File: src/rtl/cla_adder_pipe.sv
// rtl/cla_adder_pipe.sv - pipelined carry-look-ahead adder/subtractor with valid/ready handshake
// Optional feature macro: CLA_ADDER_PIPE_SAT_EN (adds in_sat, signed saturation in the final stage)
module cla_adder_pipe #(
    parameter int WIDTH = 16,
    parameter int BLOCK = 4
) (
    input  logic             clk,
    input  logic             rst_n,
    input  logic             in_valid,
    output logic             in_ready,
    input  logic [WIDTH-1:0] in_a,
    input  logic [WIDTH-1:0] in_b,
    input  logic             in_c,
    input  logic             in_sub,
`ifdef CLA_ADDER_PIPE_SAT_EN
    input  logic             in_sat,
`endif
    output logic             out_valid,
    input  logic             out_ready,
    output logic [WIDTH-1:0] out_sum,
    output logic             out_c,
    output logic             out_ovf
);

    localparam int STAGES = WIDTH / BLOCK;
    localparam int LAST   = STAGES - 1;

    localparam logic [WIDTH-1:0] SAT_POS = {1'b0, {(WIDTH-1){1'b1}}};
    localparam logic [WIDTH-1:0] SAT_NEG = {1'b1, {(WIDTH-1){1'b0}}};

    // Reject geometries that cannot be split into whole CLA groups
    generate
        if ((BLOCK < 1) || (BLOCK > WIDTH) || ((WIDTH % BLOCK) != 0)) begin : g_bad_cfg
            $error("cla_adder_pipe: WIDTH must be a multiple of BLOCK and 1 <= BLOCK <= WIDTH");
        end
    endgenerate

    // One BLOCK-bit look-ahead group: returns {carry_out, carry_into_top_bit, sum}
    function automatic logic [BLOCK+1:0] cla_group(
        input logic [BLOCK-1:0] a,
        input logic [BLOCK-1:0] b,
        input logic             ci
    );
        logic [BLOCK-1:0] g;
        logic [BLOCK-1:0] p;
        logic [BLOCK:0]   c;
        g    = a & b;
        p    = a ^ b;
        c[0] = ci;
        for (int i = 0; i < BLOCK; i++) begin
            c[i+1] = g[i] | (p[i] & c[i]);
        end
        return {c[BLOCK], c[BLOCK-1], p ^ c[BLOCK-1:0]};
    endfunction

    // Per-stage pipeline registers. a/b carry the operands (b already
    // inverted for subtract) so later stages can pick up their slice;
    // sum accumulates the slices resolved so far.
    logic [STAGES-1:0] valid_q, valid_d;
    logic [STAGES-1:0] c_q,     c_d;
    logic [WIDTH-1:0]  a_q   [STAGES];
    logic [WIDTH-1:0]  a_d   [STAGES];
    logic [WIDTH-1:0]  b_q   [STAGES];
    logic [WIDTH-1:0]  b_d   [STAGES];
    logic [WIDTH-1:0]  sum_q [STAGES];
    logic [WIDTH-1:0]  sum_d [STAGES];
    logic              ovf_q, ovf_d;
`ifdef CLA_ADDER_PIPE_SAT_EN
    logic [STAGES-1:0] sat_q, sat_d;
`endif

    logic              adv;

    // Scratch values for the stage currently being evaluated
    logic [WIDTH-1:0]  st_a;
    logic [WIDTH-1:0]  st_b;
    logic [WIDTH-1:0]  st_sum;
    logic              st_c;
    logic              st_v;
    logic              st_sat;
    logic [BLOCK+1:0]  grp;
    logic [WIDTH-1:0]  new_sum;
    logic              new_ovf;

    // The whole pipe moves as one: a stall at the output freezes every stage
    assign adv       = out_ready | ~out_valid;
    assign in_ready  = adv;
    assign out_valid = valid_q[LAST];
    assign out_sum   = sum_q[LAST];
    assign out_c     = c_q[LAST];
    assign out_ovf   = ovf_q;

    // Next-state for every stage; data only loads behind a valid token so outputs never toggle on bubbles
    always_comb begin
        valid_d = valid_q;
        c_d     = c_q;
        ovf_d   = ovf_q;
`ifdef CLA_ADDER_PIPE_SAT_EN
        sat_d   = sat_q;
`endif
        for (int k = 0; k < STAGES; k++) begin
            a_d[k]   = a_q[k];
            b_d[k]   = b_q[k];
            sum_d[k] = sum_q[k];
        end
        st_a    = '0;
        st_b    = '0;
        st_sum  = '0;
        st_c    = 1'b0;
        st_v    = 1'b0;
        st_sat  = 1'b0;
        grp     = '0;
        new_sum = '0;
        new_ovf = 1'b0;

        for (int k = 0; k < STAGES; k++) begin
            if (k == 0) begin
                st_a   = in_a;
                st_b   = in_sub ? ~in_b : in_b;
                st_c   = in_sub | in_c;
                st_v   = in_valid;
                st_sum = '0;
`ifdef CLA_ADDER_PIPE_SAT_EN
                st_sat = in_sat;
`else
                st_sat = 1'b0;
`endif
            end else begin
                st_a   = a_q[k-1];
                st_b   = b_q[k-1];
                st_c   = c_q[k-1];
                st_v   = valid_q[k-1];
                st_sum = sum_q[k-1];
`ifdef CLA_ADDER_PIPE_SAT_EN
                st_sat = sat_q[k-1];
`else
                st_sat = 1'b0;
`endif
            end

            grp     = cla_group(st_a[k*BLOCK +: BLOCK], st_b[k*BLOCK +: BLOCK], st_c);
            new_sum = st_sum;
            new_sum[k*BLOCK +: BLOCK] = grp[BLOCK-1:0];
            // Signed overflow: carry into MSB differs from carry out of MSB
            new_ovf = grp[BLOCK] ^ grp[BLOCK+1];

            // Saturation direction follows the sign of A (both operands share it on overflow)
            if ((k == LAST) && st_sat && new_ovf) begin
                new_sum = st_a[WIDTH-1] ? SAT_NEG : SAT_POS;
            end

            if (adv) begin
                valid_d[k] = st_v;
                if (st_v) begin
                    a_d[k]   = st_a;
                    b_d[k]   = st_b;
                    sum_d[k] = new_sum;
                    c_d[k]   = grp[BLOCK+1];
`ifdef CLA_ADDER_PIPE_SAT_EN
                    sat_d[k] = st_sat;
`endif
                    if (k == LAST) begin
                        ovf_d = new_ovf;
                    end
                end
            end
        end
    end

    // Pipeline state; reset discards everything in flight
    always_ff @(posedge clk or negedge rst_n) begin
        if (!rst_n) begin
            valid_q <= '0;
            c_q     <= '0;
            ovf_q   <= 1'b0;
`ifdef CLA_ADDER_PIPE_SAT_EN
            sat_q   <= '0;
`endif
            for (int k = 0; k < STAGES; k++) begin
                a_q[k]   <= '0;
                b_q[k]   <= '0;
                sum_q[k] <= '0;
            end
        end else begin
            valid_q <= valid_d;
            c_q     <= c_d;
            ovf_q   <= ovf_d;
`ifdef CLA_ADDER_PIPE_SAT_EN
            sat_q   <= sat_d;
`endif
            for (int k = 0; k < STAGES; k++) begin
                a_q[k]   <= a_d[k];
                b_q[k]   <= b_d[k];
                sum_q[k] <= sum_d[k];
            end
        end
    end

endmodule

File: config.mk
export PLATFORM = sky130hd
export DESIGN_NAME = cla_adder_pipe
export DESIGN_NICKNAME = d
export VERILOG_FILES = /design/src/rtl/cla_adder_pipe.sv
export SDC_FILE = /design/constraint.sdc
export NUM_CORES = 1
export LEC_CHECK = 0
export ABC_CLOCK_PERIOD_IN_PS = 6000
export BUFFER_PORTS_ARGS = -buffer_cell sky130_fd_sc_hd__buf_2
export CORE_ASPECT_RATIO = 0.8
export CORE_MARGIN = 3
export CORE_UTILIZATION = 62
export CTS_CLUSTER_SIZE = 10
export DETAILED_ROUTE_END_ITERATION = 7
export PLACE_DENSITY_LB_ADDON = 0.25
export SETUP_SLACK_MARGIN = 0.02
export SLEW_MARGIN = 20
export SYNTH_ARGS = -nofsm -noshare
export SYNTH_HDL_FRONTEND = slang
export SYNTH_SLANG_ARGS = --single-unit
File: constraint.sdc
create_clock -name clk -period 6 [get_ports clk]
set_input_delay 1.2 -clock clk [delete_from_list [all_inputs] [get_ports clk]]
set_output_delay 1.2 -clock clk [all_outputs]
set_load 0.01 [all_outputs]
Word-level counts from Yosys, hierarchy flattened. Cells that the tools add are included.

Register bits after elaboration: 145. Bits of input ports: 38. Output and inout port bits: 20.

Mux-type cells: 1. Bitwise operators: 49. Reductions and logical operators: 4.

Operators with widths (number): 4-bit XOR (8); 1-bit OR (18); 1-bit AND (16); 4-bit AND (4); 16-bit 2-to-1 mux (1); 16-bit NOT (1); 2-bit AND reduction (4); 1-bit NOT (1); 1-bit XOR (1).

Longest topological paths before layout.
Depth in word-level cells: 11. Gate-level depth with buffers: 10.

Worst setup path before layout. No wires, ideal clock.

Kind: input to register. From: in in_sub. To: reg sum_q[51] (netlist bit). Setup time: 0.125 ns. Arrival time: 3.640 ns. Data required time: 5.875 ns. Setup slack: 2.235 ns. Stages on the path: 9. Path buffers: 2. Path through: buf_2 buf_2 xnor2_1 fa_1 fa_1 fa_1 inv_1 fa_1 mux2_2.

Cells in the longest elaborated chain, start to end: 9.

RTL lines: start, declared (line 14) `input logic in_sub,`; 16-bit 2-to-1 mux (line 119) `st_b = in_sub ? ~in_b : in_b;`; 4-bit XOR (line 48) `p = a ^ b;`; 1-bit AND (line 51) `c[i+1] = g[i] | (p[i] & c[i]);`; 1-bit OR (line 51); 1-bit AND (line 51); 1-bit OR (line 51); 1-bit AND (line 51); 1-bit OR (line 51); 4-bit XOR * (line 53) `return {c[BLOCK], c[BLOCK-1], p ^ c[BLOCK-1:0]};`; end signal, assigned by index (line 194) `sum_q[k] <= sum_d[k];`; end, declared (line 65) `logic [WIDTH-1:0] sum_q [STAGES];`.

Every way passes the cells marked *; elsewhere a longest branch is shown, timed or not. A chain may end at the register's enable or synchronous reset.

Final worst setup path. Same ends and word-level chain as after synthesis.

==> flow_summary.yaml <==
cts:
  root_buffer: "clkbuf_8"
  hold_buffers: 0
  cts_tree: "yes"
  path_clk_slew_ns: 0.09
  ctsResizeCount: 0
  post_cts_buffers: 0
  cts.htree.levels: 3
  cts_buffers: 9
  clk_latency_ns: 0.36
  clock_path_buffers: 2
  clock_sinks: 97
yosys:
  synth_top_area_share_pct: 55.7
  yosys-top-cells-area: "dfrtp_1 56%, mux2_2 16%, fa_1 7.4%"
  seq_area_frac_synth_pct: 55.7
  yosys.area.top_type: "dfrtp_1"
  synth_warnings: 0
  ys_ff_latch: 97
  syn-cell-area_um2: 4360
  syn_area_per_cell_um2: 13.7
  synthDistinctLibCells: 20
  synthCells: 318
  synth_nets: 372
global_routing:
  gr-usage-met3_pct: 6.27
  grt_max_degree: 75
  grt_pass1_vias: 2433
  grtUsageMet1_pct: 28.7
  grt_pass1_wl_um: 12000
  grt_most_used_layer: "met1"
  met2_usage_pct: 28.1
  grt-ovfl-total: 0
  track_usage_pct: 19.4
  antenna_found_initial: 0
setup_path:
  r2r_end: "out_ovf$_DFFE_PN0P_"
  required_ns: 6.24
  slowest_delay_ns: 0.42
  critPathBufInv: 2
  rr_worst_depth: 9
  endpoint_kind: "register"
  crit_chain: "buf_2 -> xnor2_1 -> fa_1 -> fa_1 -> fa_1 -> inv_1 -> fa_1 -> mux2_2"
  slowest_stage: "fa_1"
  rrSetupSlack_ns: 3.76
  r2r-start: "c_q[2]$_DFFE_PN0P_"
  path_max_fanout: 17
  path_class: "primary input to register"
  start_kind: "primary input"
  crit_arrival_ns: 3.66
  cpMostUsedCell: "fa_1"
  path_delay_family: "adder cells"
worst_hold_path:
  hp-start: "valid_q[2]$_DFFE_PN0N_"
  worstHoldPathType: "register to register"
  whs_path_depth: 2
  whs_endpoint: "valid_q[3]$_DFFE_PN0N_"
detailed_routing:
  wire_per_inst_um: 15.5
  dr.pass1.iters: 4
  drtAntennaViolNets: 0
  initialDrtViolationCount: 113
  vias: 2337
  wl_um: 6890
  via_per_inst: 5.25
  drcViolationCount: 0
layout:
  fillCellCount: 466
  diodes: 0
  drive_gt1_share_pct: 39.6
  final_common_cell: "dfrtp_1"
  mostFrequentLayoutCells: "97 x dfrtp_1, 62 x mux2_2, 56 x buf_2"
  fin_nets: 410
  syn_to_final_growth_pct: 9.02
placement:
  port-buffer-count: 57
  gp_congestion: 0.751
  hpwlAfterDp_um: 4780
  place_ws_ns: 2.21
sta:
  rsz0062_at_grt: "no"
  fmax_mhz: 292
  worst_slack_ns: 2.58
  finClkSkew_ns: 0.00827
  slew_viol_final: 0
  worst_pin_slew_ns: 0.926
  fin_setup_tns_ns: 0
  setup_viol: 0
  slew_headroom_pct: 38.1
  hold_viol: 0
  period_share_pct: 57.0
  fin_crit_ns: 3.42
pwr:
  p_leak_nw: 2.26
  power_density_nw_per_um2: 519
  ir_worst_vdd_mv: 0.257
floorplanning:
  die_x_um: 99.7
  core_um2: 6600
  die_h_um: 81.0
  start_util_pct: 66.0
  num_rows: 26
  die-area_um2: 8070
  io_pins: 58
status:
  status: "completed"
run:
  max_cap_violations: 0
==> flip-flops by register name (all words and copies together), names as in the netlist <==
register / cells
a_q: 20
c_q: 4
sum_q: 12
out_ovf: 1
st_a: 4
st_b: 4
b_q: 20
valid_q: 4
st_sum: 12
out_sum: 16
==> worst min-delay path: stages (launching register included) <==
cell	delay [ns]
dfrtp_1	0.37
inv_1	0.06
nand2_1	0.05
==> cell usage after synthesis, drive strengths merged <==
master	number
fa	16
xor2	3
inv	38
a21oi	20
nand2	5
clkbuf	4
buf	27
mux2i	12
mux2	66
dfrtp	97
nor2	1
xnor2	14
and2	1
nand2b	1
nand3	5
o21ai	8
==> per-layer routing <==
layer | up-vias | share of wire (%)
met5 | - | 0
met4 | 0 | 1.1
met3 | 10 | 6.3
met2 | 66 | 44
met1 | 1166 | 49
li1 | 1095 | -
==> cells by family (layout without fill, tap and decap cells) <==
kind of cell / Yosys count / in the layout / synth area share (%)
XOR/XNOR: 17 / 17 / 3.42
buffers and inverters: 69 / 112 / 8.39
AO/OA/AOI/OAI: 28 / 28 / 3.22
AND/OR/NAND/NOR: 13 / 13 / 1.72
adder cells (fa/ha/maj): 16 / 16 / 7.35
flip-flops: 97 / 97 / 55.7
multiplexers: 78 / 78 / 20.2
==> area by class of cell <==
| cell class | instances | area [µm²] | area share [%] |
|---|---|---|---|
| timing repair buffer | 58 | 295 | 6.22 |
| tap | 84 | 105 | 2.21 |
| multi-input combinational | 152 | 1560 | 32.9 |
| clock buffer | 13 | 169 | 3.56 |
| clock inverter | 3 | 46.3 | 0.975 |
| sequential | 97 | 2430 | 51.1 |
| inverter | 38 | 143 | 3.00 |
==> stage by stage <==
step                hold WS, ns  utilization [%]  total power, mW  cell area, µm²  std cells
floorplan                 0.457                -             1.85            4360        318
global placement          0.469             68.6             1.99            4530        429
detailed placement        0.477             68.6             2.04            4530        429
CTS                       0.500             71.9             2.49            4750        445
global route              0.519             71.9             2.66            4750        445
finish                    0.500             71.9             2.46            4750        445
==> worst max-delay path by stage <==
stage / slack, ns / to / start / cells after the start
final: 2.58 / sum_q[51]$_DFFE_PN0P_ / in_sub / 8
after CTS: 2.58 / sum_q[51]$_DFFE_PN0P_ / in_sub / 8
after global routing: 2.48 / sum_q[51]$_DFFE_PN0P_ / in_sub / 8
after floorplan: 2.24 / sum_q[51]$_DFFE_PN0P_ / in_sub / 9
after global placement: 2.26 / sum_q[51]$_DFFE_PN0P_ / in_sub / 8
after detailed placement: 2.21 / sum_q[51]$_DFFE_PN0P_ / in_sub / 8
==> report_power, final <==
group          internal [mW]  switching, mW
Combinational          0.483          0.417
Clock                  0.229          0.212
Sequential             0.958          0.164
No activity file was read; power rests on OpenSTA's default activity.
